<file path="config.mk">
export PLATFORM = sky130hd
export DESIGN_NAME = alu_issue_flat
export DESIGN_NICKNAME = d
export VERILOG_FILES = /design/src/rtl/alu_issue_pkg.sv /design/src/rtl/alu_issue_if.sv /design/src/rtl/alu_ctrl_decode.sv /design/src/rtl/alu_issue.sv /design/src/flat_wrapper.sv
export SDC_FILE = /design/constraint.sdc
export NUM_CORES = 1
export LEC_CHECK = 0
export ABC_AREA = 1
export CORE_MARGIN = 2
export CORE_UTILIZATION = 23
export CTS_CLUSTER_SIZE = 25
export DETAILED_ROUTE_END_ITERATION = 8
export GPL_ROUTABILITY_DRIVEN = 0
export HOLD_SLACK_MARGIN = 0.12
export MAX_ROUTING_LAYER = met4
export PLACE_DENSITY = 0.61
export SYNTH_ARGS = -nofsm -noshare
export SYNTH_HDL_FRONTEND = slang
export SYNTH_SLANG_ARGS = --single-unit
</file>
<file path="constraint.sdc">
create_clock -name clk_i -period 2.3 [get_ports clk_i]
set_input_delay 0.345 -clock clk_i [delete_from_list [all_inputs] [get_ports clk_i]]
set_output_delay 0.345 -clock clk_i [all_outputs]
set_load 0.05 [all_outputs]
</file>
<file path="src/rtl/alu_issue_pkg.sv">
// Shared constants and types for the ALU issue register and its control decoder.
package alu_pkg;

    localparam logic [2:0] ALU_ADD  = 3'b000;
    localparam logic [2:0] ALU_SUB  = 3'b001;
    localparam logic [2:0] ALU_MUL  = 3'b010;
    localparam logic [2:0] ALU_XOR  = 3'b011;
    localparam logic [2:0] ALU_SLL  = 3'b100;
    localparam logic [2:0] ALU_SRAI = 3'b101;
    localparam logic [2:0] ALU_AND  = 3'b110;

    localparam logic [1:0] ALUOP_LDST   = 2'b00;
    localparam logic [1:0] ALUOP_BRANCH = 2'b01;
    localparam logic [1:0] ALUOP_RTYPE  = 2'b10;
    localparam logic [1:0] ALUOP_ITYPE  = 2'b11;

    localparam logic [6:0] F7_BASE   = 7'b0000000;
    localparam logic [6:0] F7_ALT    = 7'b0100000;
    localparam logic [6:0] F7_MULDIV = 7'b0000001;

    localparam logic [2:0] F3_ADD = 3'b000;
    localparam logic [2:0] F3_SLL = 3'b001;
    localparam logic [2:0] F3_XOR = 3'b100;
    localparam logic [2:0] F3_SR  = 3'b101;
    localparam logic [2:0] F3_AND = 3'b111;

    typedef enum logic [1:0] {
        S_IDLE,
        S_HOLD,
        S_MUL_WAIT
    } state_e;

endpackage

</file>
<file path="src/rtl/alu_issue_if.sv">
// Handshake and datapath bundle between ID/EX, the issue register and the ALU.
interface alu_issue_if;

    logic        flush_i;
    logic        in_valid_i;
    logic        in_ready_o;
    logic [1:0]  ALUOp_i;
    logic [6:0]  funct7_i;
    logic [2:0]  funct3_i;
    logic [31:0] rs1_data_i;
    logic [31:0] rs2_data_i;
    logic [31:0] imm_i;
    logic        ALUSrc_i;
    logic        out_valid_o;
    logic        out_ready_i;
    logic [2:0]  ALUCtrl_o;
    logic [31:0] data1_o;
    logic [31:0] data2_o;
    logic        illegal_o;

    modport slave (
        input  flush_i, in_valid_i, ALUOp_i, funct7_i, funct3_i,
               rs1_data_i, rs2_data_i, imm_i, ALUSrc_i, out_ready_i,
        output in_ready_o, out_valid_o, ALUCtrl_o, data1_o, data2_o, illegal_o
    );

    modport master (
        output flush_i, in_valid_i, ALUOp_i, funct7_i, funct3_i,
               rs1_data_i, rs2_data_i, imm_i, ALUSrc_i, out_ready_i,
        input  in_ready_o, out_valid_o, ALUCtrl_o, data1_o, data2_o, illegal_o
    );

endinterface

</file>
<file path="src/rtl/alu_ctrl_decode.sv">
// Combinational ALUOp/funct7/funct3 to 3-bit ALU control code, flagging unsupported encodings.
module alu_ctrl_decode
    import alu_pkg::*;
(
    input  logic [1:0] ALUOp_i,
    input  logic [6:0] funct7_i,
    input  logic [2:0] funct3_i,
    output logic [2:0] code_o,
    output logic       illegal_o
);

    always_comb begin
        code_o    = ALU_ADD;
        illegal_o = 1'b0;
        unique case (ALUOp_i)
            ALUOP_LDST:   code_o = ALU_ADD;
            ALUOP_BRANCH: code_o = ALU_SUB;
            ALUOP_RTYPE: begin
                if (funct3_i == F3_ADD && funct7_i == F7_BASE)        code_o = ALU_ADD;
                else if (funct3_i == F3_ADD && funct7_i == F7_ALT)    code_o = ALU_SUB;
                else if (funct3_i == F3_ADD && funct7_i == F7_MULDIV) code_o = ALU_MUL;
                else if (funct3_i == F3_AND && funct7_i == F7_BASE)   code_o = ALU_AND;
                else if (funct3_i == F3_XOR && funct7_i == F7_BASE)   code_o = ALU_XOR;
                else if (funct3_i == F3_SLL && funct7_i == F7_BASE)   code_o = ALU_SLL;
                else                                                  illegal_o = 1'b1;
            end
            ALUOP_ITYPE: begin
                // addi carries immediate bits in funct7, so only funct3 is decoded
                if (funct3_i == F3_ADD)                           code_o = ALU_ADD;
                else if (funct3_i == F3_SR && funct7_i == F7_ALT) code_o = ALU_SRAI;
                else                                              illegal_o = 1'b1;
            end
            default: illegal_o = 1'b1;
        endcase
    end

endmodule

</file>
<file path="src/rtl/alu_issue.sv">
// Issue register ahead of the ALU: decodes, registers operands and holds MUL for a multicycle path.
module alu_issue
    import alu_pkg::*;
#(
    parameter int unsigned MUL_CYCLES = 3
) (
    input  logic          clk_i,
    input  logic          rst_i,
    alu_issue_if.slave    bus
);

    state_e      state_q, state_d;
    logic [3:0]  cnt_q, cnt_d;
    logic [2:0]  ctrl_q, ctrl_d;
    logic [31:0] d1_q, d1_d;
    logic [31:0] d2_q, d2_d;
    logic        ill_q, ill_d;

    logic [2:0]  dec_code;
    logic        dec_illegal;
    logic        accept;

    alu_ctrl_decode u_decode (
        .ALUOp_i   (bus.ALUOp_i),
        .funct7_i  (bus.funct7_i),
        .funct3_i  (bus.funct3_i),
        .code_o    (dec_code),
        .illegal_o (dec_illegal)
    );

    assign bus.in_ready_o = !bus.flush_i &&
                            (state_q == S_IDLE || (state_q == S_HOLD && bus.out_ready_i));
    assign accept         = bus.in_valid_i && bus.in_ready_o;

    always_comb begin
        state_d = state_q;
        cnt_d   = cnt_q;
        ctrl_d  = ctrl_q;
        d1_d    = d1_q;
        d2_d    = d2_q;
        ill_d   = ill_q;
        if (bus.flush_i) begin
            state_d = S_IDLE;
            cnt_d   = '0;
        end else if (accept) begin
            ctrl_d = dec_code;
            d1_d   = bus.rs1_data_i;
            d2_d   = bus.ALUSrc_i ? bus.imm_i : bus.rs2_data_i;
            ill_d  = dec_illegal;
            if (dec_code == ALU_MUL && MUL_CYCLES > 1) begin
                state_d = S_MUL_WAIT;
                cnt_d   = 4'(MUL_CYCLES - 2);
            end else begin
                state_d = S_HOLD;
            end
        end else begin
            unique case (state_q)
                S_HOLD: if (bus.out_ready_i) state_d = S_IDLE;
                S_MUL_WAIT: begin
                    if (cnt_q == '0) state_d = S_HOLD;
                    else             cnt_d   = cnt_q - 4'd1;
                end
                default: ;
            endcase
        end
    end

    always_ff @(posedge clk_i or negedge rst_i) begin
        if (!rst_i) begin
            state_q <= S_IDLE;
            cnt_q   <= '0;
            ctrl_q  <= ALU_ADD;
            d1_q    <= '0;
            d2_q    <= '0;
            ill_q   <= 1'b0;
        end else begin
            state_q <= state_d;
            cnt_q   <= cnt_d;
            ctrl_q  <= ctrl_d;
            d1_q    <= d1_d;
            d2_q    <= d2_d;
            ill_q   <= ill_d;
        end
    end

    assign bus.out_valid_o = (state_q == S_HOLD);
    assign bus.ALUCtrl_o   = ctrl_q;
    assign bus.data1_o     = d1_q;
    assign bus.data2_o     = d2_q;
    assign bus.illegal_o   = ill_q;

endmodule

</file>
<file path="src/flat_wrapper.sv">
// flat-port wrapper written by rule: the top's interface ports become plain ports
module alu_issue_flat import alu_pkg::*;
#(
    parameter int unsigned MUL_CYCLES = 3
)
  (clk_i, rst_i, bus_flush_i, bus_in_valid_i, bus_ALUOp_i, bus_funct7_i, bus_funct3_i, bus_rs1_data_i, bus_rs2_data_i, bus_imm_i, bus_ALUSrc_i, bus_out_ready_i, bus_in_ready_o, bus_out_valid_o, bus_ALUCtrl_o, bus_data1_o, bus_data2_o, bus_illegal_o);
  alu_issue_if bus_i ();
  input  logic clk_i;
  input  logic rst_i;
  input wire logic [$bits(bus_i.flush_i)-1:0] bus_flush_i;
  input wire logic [$bits(bus_i.in_valid_i)-1:0] bus_in_valid_i;
  input wire logic [$bits(bus_i.ALUOp_i)-1:0] bus_ALUOp_i;
  input wire logic [$bits(bus_i.funct7_i)-1:0] bus_funct7_i;
  input wire logic [$bits(bus_i.funct3_i)-1:0] bus_funct3_i;
  input wire logic [$bits(bus_i.rs1_data_i)-1:0] bus_rs1_data_i;
  input wire logic [$bits(bus_i.rs2_data_i)-1:0] bus_rs2_data_i;
  input wire logic [$bits(bus_i.imm_i)-1:0] bus_imm_i;
  input wire logic [$bits(bus_i.ALUSrc_i)-1:0] bus_ALUSrc_i;
  input wire logic [$bits(bus_i.out_ready_i)-1:0] bus_out_ready_i;
  output wire logic [$bits(bus_i.in_ready_o)-1:0] bus_in_ready_o;
  output wire logic [$bits(bus_i.out_valid_o)-1:0] bus_out_valid_o;
  output wire logic [$bits(bus_i.ALUCtrl_o)-1:0] bus_ALUCtrl_o;
  output wire logic [$bits(bus_i.data1_o)-1:0] bus_data1_o;
  output wire logic [$bits(bus_i.data2_o)-1:0] bus_data2_o;
  output wire logic [$bits(bus_i.illegal_o)-1:0] bus_illegal_o;
  assign bus_i.flush_i = bus_flush_i;
  assign bus_i.in_valid_i = bus_in_valid_i;
  assign bus_i.ALUOp_i = bus_ALUOp_i;
  assign bus_i.funct7_i = bus_funct7_i;
  assign bus_i.funct3_i = bus_funct3_i;
  assign bus_i.rs1_data_i = bus_rs1_data_i;
  assign bus_i.rs2_data_i = bus_rs2_data_i;
  assign bus_i.imm_i = bus_imm_i;
  assign bus_i.ALUSrc_i = bus_ALUSrc_i;
  assign bus_i.out_ready_i = bus_out_ready_i;
  assign bus_in_ready_o = bus_i.in_ready_o;
  assign bus_out_valid_o = bus_i.out_valid_o;
  assign bus_ALUCtrl_o = bus_i.ALUCtrl_o;
  assign bus_data1_o = bus_i.data1_o;
  assign bus_data2_o = bus_i.data2_o;
  assign bus_illegal_o = bus_i.illegal_o;
  alu_issue #(.MUL_CYCLES(MUL_CYCLES)) u_core (.clk_i(clk_i), .rst_i(rst_i), .bus(bus_i));
endmodule
</file>
# Yosys cells after proc, flatten, opt, wreduce, memory -nomap -nowiden
# Index checks and enable logic that the tools add are counted.
# op_classes
add_sub_neg	1
eq_ne	16
muxes	30
bitwise_logic	1
n_reduce_logical	22
# ops
op	n
two-way mux 32 bit	1
two-way mux 3 bit	8
two-way mux 4 bit	5
case mux 3 bit (4 select lines)	1
logical AND 1 bit	10
two-way mux 2 bit	5
== test 3 bit (second input constant)	3
two-way mux 1 bit	8
== test 7 x 1 -> 1 bit (second input constant)	1
== test 7 x 6 -> 1 bit (second input constant)	1
zero test 7 bit	1
== test 2 bit (second input constant)	3
AND reduction 3 bit	2
== test 2 x 1 -> 1 bit (second input constant)	2
zero test 2 bit	2
zero test 4 bit	1
inequality test 4 x 2 -> 1 bit (second input constant)	1
inequality test 4 x 3 -> 1 bit (second input constant)	1
case mux 2 bit (2 select lines)	1
nonzero test 4 bit	1
subtractor 4 x 1 -> 4 bit (second input constant)	1
== test 3 x 1 -> 1 bit (second input constant)	1
== test 3 x 2 -> 1 bit (second input constant)	1
zero test 3 bit	1
8 further kinds	8
# word_totals
ff_bits	74
inputBits	114
out_inout_bits	70
word_cells	76

# Depth between registers and ports, before layout
# depth
ltp_word	13
mapped_depth	13
ltp_nobuf	13

# By module
# Synthesis repeated with hierarchy kept, for this count alone.
# unflattened
cells_unflattened	478
hier_area_um2	3647.2
# modules_own_cells
mod	instances	cells_per_inst	area_per_inst_um2	seq_area_each_um2
alu_issue	1	425	3409.5	1851.8
alu_ctrl_decode	1	53	237.7	0.0

# Worst setup path before layout
# No wires, ideal clock.
# synth_path
kind	reg2reg
startpoint	reg u_core.state_q[1]
endpoint	reg u_core.cnt_q[2]
setup_ns	0.117
arrival_ns	1.693
required_time_ns	2.183
path_slack_ns	0.490
path_stages_with_launch	11
n_path_buf	0
cell_sequence	dfrtp_1 > nor3_4 > nand2_4 > clkinv_4 > nand2_2 > nor2_2 > nand3_2 > nand2_4 > nand2_4 > nand2_1 > nand2_1
# synth_between
elab_chain_cells	7
# synth_lines
element	line_no	source
start: declaration	alu_issue.sv:12	state_e state_q, state_d;
start signal: assignment	alu_issue.sv:77	state_q <= state_d;
== test 2 x 1 -> 1 bit	alu_issue.sv:32	(state_q == S_IDLE || (state_q == S_HOLD && bus.out_ready_i));
logical AND 1 bit	alu_issue.sv:32	
logical OR 1 bit *	alu_issue.sv:32	
logical AND 1 bit *	alu_issue.sv:31	assign bus.in_ready_o = !bus.flush_i &&
via bus_in_ready_o	flat_wrapper.sv:20	output wire logic [$bits(bus_i.in_ready_o)-1:0] bus_in_ready_o;
logical AND 1 bit *	alu_issue.sv:33	assign accept = bus.in_valid_i && bus.in_ready_o;
inequality test 3 bit (no source line) (tied with other cells)	--	
AND reduction 3 bit (no source line) or two-way mux 4 bit (tied branches)	--	
end signal: assignment	alu_issue.sv:78	cnt_q <= cnt_d;
end: declaration	alu_issue.sv:13	logic [3:0] cnt_q, cnt_d;
# The timed path passes the listed nets; every way through them passes the cells marked *.
# A chain may end at the register's enable or synchronous reset.

# Final worst setup path
# layout_path
startpoint	reg u_core.state_q[1]
endpoint	out bus_out_valid_o
# layout_between
elab_chain_cells	1
# layout_lines
element	line_no	source
== test 2 x 1 -> 1 bit	alu_issue.sv:86	assign bus.out_valid_o = (state_q == S_HOLD);
end: declaration	flat_wrapper.sv:21	output wire logic [$bits(bus_i.out_valid_o)-1:0] bus_out_valid_o;
# Every way passes these cells.

==> flow_metrics.env <==
export IMPL_status="finished, final reports clean"
export IMPL_crit_arrival_ns=1.78
export IMPL_seqCellArea_um2=1850
export IMPL_ir_drop_mv=0.305
export IMPL_cts_buffers=9
export IMPL_dp_slack_ns=0.232
export IMPL_hpwlAfterDp_um=7490
export IMPL_fin_area_um2=5950
export IMPL_via_per_inst=4.11
export IMPL_grt_max_degree=75
export IMPL_hold_violations=0
export IMPL_cts_tree="done"
export IMPL_area_delta_synth_final_pct=66.8
export IMPL_grt_usage_pct=12.6
export IMPL_p_total_mw=4.98
export IMPL_io_buffers=183
export IMPL_io_pin_count=184
export IMPL_rows=45
export IMPL_synth_top_cell_by_area="dfrtp_1"
export IMPL_synthTopCellsByArea="dfrtp_1, nand2_1, o21ai_0"
export IMPL_ys_ff_latch=74
export IMPL_ant_nets=0
export IMPL_finalSetupViolations=0
export IMPL_cts_resized=0
export IMPL_setup_ws_ns=0.172
export IMPL_path_class="reg -> out"
export IMPL_postPlaceCellArea_um2=5610
export IMPL_antenna_found_initial=0
export IMPL_drcViolationCount=0
export IMPL_cp_start_kind="flip-flop"
export IMPL_syn_nets=578
export IMPL_htreeDepth=3
export IMPL_p_leak_nw=2.85
export IMPL_cts_root_buf="clkbuf_16"
export IMPL_initial_core_util_pct=23.5
export IMPL_cts_hold_buf=0
export IMPL_routedWlPerCell_um=11.8
export IMPL_postCtsSetupRepairBufs=0
export IMPL_multiInputGateArea_um2=1440
export IMPL_power_density_nw_per_um2=837
export IMPL_finalNetCount=757
export IMPL_timing_fmax_mhz=470
export IMPL_hp_class="in -> async"
export IMPL_syn_cell_area_um2=3570
export IMPL_grt_pass1_vias=3428
export IMPL_synthTopCellsByCount="nand2_1, dfrtp_1, o21ai_0, inv_1, nor2_1"
export IMPL_layout_drive_gt1_share_pct=7.12
export IMPL_num_fill_cells=1540
export IMPL_grt_pass1_wl_um=16100
export IMPL_drt_wl_total_um=9800
export IMPL_worst_setup_path_end_kind="output pin"
export IMPL_core_area_um2=15200
export IMPL_synthFlopType="dfrtp_1"
export IMPL_die_w_um=129
export IMPL_min_period_over_period_pct=92.5
export IMPL_netlist_instances=462
export IMPL_syn_avg_cell_area_um2=7.72
export IMPL_antenna_cells=0
export IMPL_grt_overflow_total=0
export IMPL_synth_edff_count=0
export IMPL_die_h_um=129
export IMPL_clkLatencyLatePin_ns=0.33
export IMPL_clk_pin_slew_worst_paths_ns=0.06
export IMPL_synth_most_common_cell="nand2_1"
export IMPL_finalSetupTns_ns=0
export IMPL_max_cap_violations=0
export IMPL_synth_seq_area_share_pct=51.9
export IMPL_max_slew_margin_pct=38.3
export IMPL_vias=3427
export IMPL_yosysWarnings=0
export IMPL_yosysTopAreaCellShare_pct=51.9
export IMPL_fin_skew_ns=0.00762
export IMPL_drtIter0Drc=123
export IMPL_async_flop_share_pct=100
export IMPL_slew_viol_final=0
export IMPL_worst_pin_slew_ns=0.926
export IMPL_cp_max_fo=4
export IMPL_synth_distinct_cells=26
export IMPL_cp_data_required_time_ns=1.96
export IMPL_drt_pass1_iter_count=4
export IMPL_clkSinkCount=74
export IMPL_rsz0062_at_grt="no"
export IMPL_die_area_um2=16500
export IMPL_min_period_ns=2.13
export IMPL_cts_max_path_buffers=2
[layout make-up]
class / instances / area share (%)
multi-input cells: 319 / 24.2
clock inverters: 4 / 1.66
flip-flops and latches: 74 / 31.1
clock buffers: 12 / 4.14
inverters: 48 / 3.11
repair buffers: 189 / 31.8
well taps: 188 / 3.95
[power by group]
group,leakage [nW],total (mW),switching (mW),internal [mW]
Clock,0.167,1.61,0.522,1.09
Combinational,1.76,1.72,1.07,0.651
Sequential,0.920,1.64,0.133,1.51
[state kept, by name, summed over array words and instances (netlist names)]
signal	count
u_core.bus.ALUCtrl_o	3
u_core.bus.data2_o	32
u_core.state_q	2
u_core.cnt_q	4
u_core.bus.data1_o	32
u_core.bus.illegal_o	1
[cells by family (layout without fill, tap and decap cells)]
group                      Yosys count  in the layout  share of synthesized area, %
DFF                                 74             74                          51.9
and+or+nand+nor                    240            240                          28.5
AOI/OAI and AO/OA                   76             76                          11.0
adders and majority gates            2              2                         0.701
buffers and inverters               69            253                          7.68
xor gates and xnor gates             1              1                         0.246
[per-layer routing]
metal / up-vias / part of all wire [%] / global-route usage [%] / routed length (um)
li1: 1788 / - / - / -
met1: 1489 / 45 / 15.0 / 4400
met2: 137 / 45 / 20.2 / 4450
met3: 13 / 7.9 / 3.45 / 774
met4: 0 / 1.8 / 5.37 / 180
met5: - / 0 / - / 0
[cell usage in the layout (no fill, tap or decap), types with 5 or more instances in the layout]
cell type,netlist,final
nand2_1,193,193
clkdlybuf4s50_1,0,180
dfrtp_1,74,74
o21ai_0,64,64
inv_1,43,43
nor2_1,18,18
clkbuf_16,0,9
o21ai_1,8,8
nand3_1,8,8
buf_4,0,6
nand2_2,5,5
[worst max-delay path, cell delays in order, from the launching register on]
cell and delay, ns:
dfrtp_1 0.43, nor2_1 0.17, clkdlybuf4s50_1 0.84
[path summary, 6_finish.rpt]
kind                            cells after the start                    from                     end  slack (ns)
worst min register to register                      2  u_core.bus.data1_o[23]  u_core.bus.data1_o[23]        0.48
worst max register to register                     10       u_core.state_q[1]         u_core.cnt_q[0]        0.67
max in group asynchronous                           1                   rst_i   u_core.bus.data2_o[9]        1.55
worst max-delay path                                2       u_core.state_q[1]         bus_out_valid_o        0.17
worst min-delay path                                1                   rst_i  u_core.bus.data1_o[12]        0.16
min in group clk_i                                  2  u_core.bus.data1_o[23]  u_core.bus.data1_o[23]        0.48
[metrics by stage]
step	cells	hold WS (ns)	utilization (%)
3_5_place_dp	818	0.466	36.9
3_3_place_gp	818	0.460	36.9
5_1_grt	834	0.243	39.1
2_1_floorplan	462	0.0494	-
6_report	834	0.157	39.1
4_1_cts	834	0.200	39.1
Note: power is estimated with default switching activity, not from simulation.
==> edit 1 (config.mk and constraints unchanged) <==
`d2_q` no longer has a reset.
--- a/src/rtl/alu_issue.sv
+++ b/src/rtl/alu_issue.sv
@@ -71,16 +71,18 @@
             cnt_q   <= '0;
             ctrl_q  <= ALU_ADD;
             d1_q    <= '0;
-            d2_q    <= '0;
             ill_q   <= 1'b0;
         end else begin
             state_q <= state_d;
             cnt_q   <= cnt_d;
             ctrl_q  <= ctrl_d;
             d1_q    <= d1_d;
-            d2_q    <= d2_d;
             ill_q   <= ill_d;
         end
+    end
+
+    always_ff @(posedge clk_i) begin
+        d2_q <= d2_d;
     end
 
     assign bus.out_valid_o = (state_q == S_HOLD);
Function: changed (Yosys sat finds a counterexample within 4 cycles, from zero or initial values and one cycle with rst_i low).
==> edit 1 against the original RTL <==
Synthesized cell count fell by 29%. Clock power fell by 17%. Area after synthesis fell by 3.4%. Sequential cell count did not move. Routed wire length fell by 7.2%. Power fell by 14%. Maximum frequency rose by 2.3%. Sequential share of layout area rose by 3.6 points. Worst setup slack improved by 49 ps. Design area fell by 2.5%. Critical path depth did not move. Register-to-register slack got worse by 90 ps. Largest cell class is now registers. Critical endpoint unchanged.
==> edit 1: results (changes against the original RTL) <==
Status
  • Status: complete, no violations

Final layout
  • Nets: 633 (-16%)
  • Inverters: 19 (-60%)
  • Layout Utilization: 0.398 (+0.00616)
  • NonClk Buf Share: 0.329 (+0.0112)
  • Filler cells: 1409 (-8.5%)
  • Clock buf/inv share: 0.0494 (-0.00864)
  • Seq/total area: 0.347 (+0.0357)
  • CLK BUF: 10 (-2)
  • Share of cells above drive strength 1: 0.157 (+0.0859)

Setup path
  • WP data arrival: 1730 ps (-50 ps)
  • Worst flop-to-flop path endpoint: u_core.cnt_q[1]$_DFFE_PN0P_
  • R2R Setup Slk: 580 ps (-90 ps)

Placement
  • Area post-placement: 5500 sq um (-1.8%)
  • Dpl hpwl: 7130 microns (-4.9%)

Logic synthesis
  • Syn nets: 446 (-23%)
  • Async S/R FF share, synth: 0.568 (-0.432)
  • Synth cell types: 33 (+27%)
  • Number of synthesized flops with an enable pin: 32 (+32)
  • Ranking of synthesized cells by area: dfrtp_1 31%, edfxtp_1 28%, nand2_1 14%, mux2_2 8.8%, nor2_4 2.0%
  • Top post-synthesis cells by count: 129 x nand2_1, 42 x dfrtp_1, 32 x edfxtp_1
  • Seq/Total Area, Yosys: 0.584 (+0.0650)

Power and ir drop
  • Part of the power in registers: 0.382 (+0.052)
  • Switching part of the total power: 0.321 (-0.0258)
  • VDD IR-drop max: 0.000312 V (+2.3%)
  • Leakage power: 2.44 nW (-14%)
  • Comb group: 1.31 mW (-24%)

CTS
  • Hold buffers post-CTS: 1 (+1)

Hold path
  • Hold wc startpoint: u_core.bus.data1_o[27]$_DFFE_PN0P_

STA
  • Clk_skew: 7.04 ps (-0.586 ps)
  • Worst Max-Slew Pin Slew: 578 ps (-348 ps)

Global routing
  • First-pass GRT wire length: 14400 microns (-10%)
  • Largest net degree at the start of global routing: 44 (-41%)
  • Total GRT Usage: 0.118 (-0.00764)
  • Vias in the first global route: 2951 (-14%)

Routing
  • Vias/cell: 4.12 (+0.24%)
  • Wire per inst: 12.9 microns (+9.6%)
  • Drt first-iter violations: 111 (-9.8%)

Die
  • Die W: 126 microns (-1.7%)
## edit 1: through the flow
step / setup slack [ps] / instances / hold WS, ps / power (mW)
after floorplan: 532 / 330 / 49.4 / 2.43
after global placement: 259 / 689 / 383 / 2.97
after detailed placement: 182 / 689 / 388 / 2.99
after CTS: 195 / 706 / 474 / 4.37
after global routing: 161 / 706 / 496 / 4.53
final: 220 / 706 / 471 / 4.30
## edit 1: metal layers
layer  up-vias  track usage  wire length [microns]
met5         -            -                      0
met4         0       0.0343                     76
met3         9       0.0540                   1040
met2       156        0.181                   3950
met1      1303        0.141                   4020
li1       1440            -                      -
## edit 1: worst max-delay path, stage by stage, from the launching register on
cell and delay, ps:
dfrtp_1 430, nor2_1 160, clkdlybuf4s50_1 820
## edit 1: cells by family (layout without fill, tap and decap cells)
group,Yosys count,count (layout),synth area share
mux,32,32,0.105
buf+inv,32,224,0.0432
fa+ha+maj,2,2,0.00726
flops,74,74,0.584
compound gates,12,12,0.0211
xor+xnor,1,1,0.00254
simple gates,177,177,0.237
==> edit 2 (config.mk and constraints unchanged) <==
Made on the original files. The 3 states of `state_e` get a one-hot encoding in 3 bits.
--- a/src/rtl/alu_issue_pkg.sv
+++ b/src/rtl/alu_issue_pkg.sv
@@ -24,10 +24,10 @@
     localparam logic [2:0] F3_SR  = 3'b101;
     localparam logic [2:0] F3_AND = 3'b111;
 
-    typedef enum logic [1:0] {
-        S_IDLE,
-        S_HOLD,
-        S_MUL_WAIT
+    typedef enum logic [2:0] {
+        S_IDLE     = 3'b001,
+        S_HOLD     = 3'b010,
+        S_MUL_WAIT = 3'b100
     } state_e;
 
 endpackage
Formal check against the unedited RTL: no difference found for any inputs over 4 cycles, from zero or initial values and one cycle with rst_i low; so few cycles prove little.
==> edit 2 against the original RTL <==
Routed wire length grew 5.6%. Combinational power up 24%. Design area down 0.59%. Area after synthesis grew 0.28%. Sequential cell count increased by 1. Global-route usage up 0.72 points. Clock skew rose by 0.66 ps. Sequential power increased by 6%. First-iteration DRC count down 7.3%. Maximum frequency fell by 1.1%. Worst setup slack got worse by 24 ps. Utilization decreased by 0.23 points. Power up 3.7%. Critical path depth unchanged. Largest cell class unchanged.
==> edit 2: results (changes against the original RTL) <==
Status
  • Status: complete, no violations

Setup path
  • Worst flop-to-flop path endpoint: u_core.state_q[1]$_DFFE_PN0P_
  • Worst r2r src: u_core.state_q[0]$_DFFE_PN1P_
  • WP data arrival: 1810 ps (+30 ps)
  • Slowest stage cell, crit path: clkdlybuf4s50_1
  • Critical Path Sink: bus_out_valid_o
  • R2R Setup Slk: 450 ps (-220 ps)

Routing
  • Vias/cell: 4.11 (about the same)
  • Drt first-iter violations: 114 (-7.3%)

Final layout
  • Filler cells: 1579 (+2.5%)
  • Nets: 769 (+1.6%)
  • Share of cells above drive strength 1: 0.0562 (-0.0150)

Logic synthesis
  • Syn nets: 588 (+1.7%)
  • Seq/Total Area, Yosys: 0.525 (+0.00589)
  • XOR/XNOR Fraction of Synth Area: 0.00245 (-0.00000687)
  • Multiplexer share of the synthesized area: 0.00315 (+0.00315)
  • Adder-Cell Fraction of Synth Area: 0.00700 (-0.0000196)
  • Ranking of synthesized cells by area: dfrtp_1 52%, nand2_1 21%, inv_1 5.4%, o21ai_1 5.0%, o21ai_0 4.8%
  • Top post-synthesis cells by count: 200 x nand2_1, 74 x dfrtp_1, 51 x inv_1
  • Synth cell types: 29 (+12%)
  • Synth Area in Compound Gates: 0.101 (-0.00835)

Global routing
  • Met3 GRT Util: 0.0225 (-0.0121)
  • Vias in the first global route: 3401 (-0.79%)
  • Largest net degree at the start of global routing: 61 (-19%)
  • Total GRT Usage: 0.133 (+0.00723)
  • First-pass GRT wire length: 16800 microns (+4.9%)

Power and ir drop
  • Leakage power: 2.84 nW (-0.41%)
  • VDD IR-drop max: 0.000318 V (+4.0%)

STA
  • Worst Max-Slew Pin Slew: 556 ps (-370 ps)
  • Clk_skew: 8.28 ps (+0.656 ps)

Placement
  • Dpl hpwl: 7840 microns (+4.6%)

CTS
  • CTS max path bufs: 2 (unchanged)
-- edit 2: cell count changes after synthesis, moves of 7 or more --
cell / delta
o21ai_0: -30
nand2_1: +7
inv_1: +8
o21ai_1: +28
-- edit 2: stage by stage --
step / instances / hold WS, ps / setup WS [ps] / power [mW] / cell area [sq um]
after floorplan: 472 / 49.4 / 187 / 3.05 / 3580
after global placement: 829 / 225 / 227 / 3.90 / 5640
after detailed placement: 829 / 227 / 171 / 3.91 / 5640
after CTS: 846 / 402 / 111 / 5.25 / 5920
after global routing: 846 / 423 / 71.6 / 5.46 / 5920
final: 846 / 415 / 147 / 5.17 / 5920
-- edit 2: layout make-up --
type | instances | share of cell area
clock buffers | 10 | 0.0387
clock inverters | 6 | 0.00698
inverters | 53 | 0.0336
multi-input cells | 322 | 0.235
flip-flops and latches | 75 | 0.317
well taps | 188 | 0.0398
repair buffers | 192 | 0.328
-- edit 2: what timing repair did --
item / 4_1_cts / 5_1_grt
endpoints found under the hold margin: 14 / 0
hold buffers: 1 / 0
buffers inserted: 0 / 0
gates resized for setup: 0 / 0
-- edit 2: where the power goes --
part / internal (mW) / switching (mW)
Clock: 0.730 / 0.570
Sequential: 1.59 / 0.150
Combinational: 0.781 / 1.35
Total: 3.10 / 2.07
-- edit 2: worst max-delay path: cells and delay by family (launching register included) --
family / cells / cell delay [ps]
buf+inv: 1 / 850
flops: 1 / 390
simple gates: 1 / 230
-- edit 2: metal layers --
layer / vias to the layer above / routed length, microns / share of wire
met5: - / 0 / 0
met4: 0 / 278 / 0.027
li1: 1823 / - / -
met1: 1545 / 4600 / 0.44
met2: 90 / 4990 / 0.48
met3: 17 / 480 / 0.046
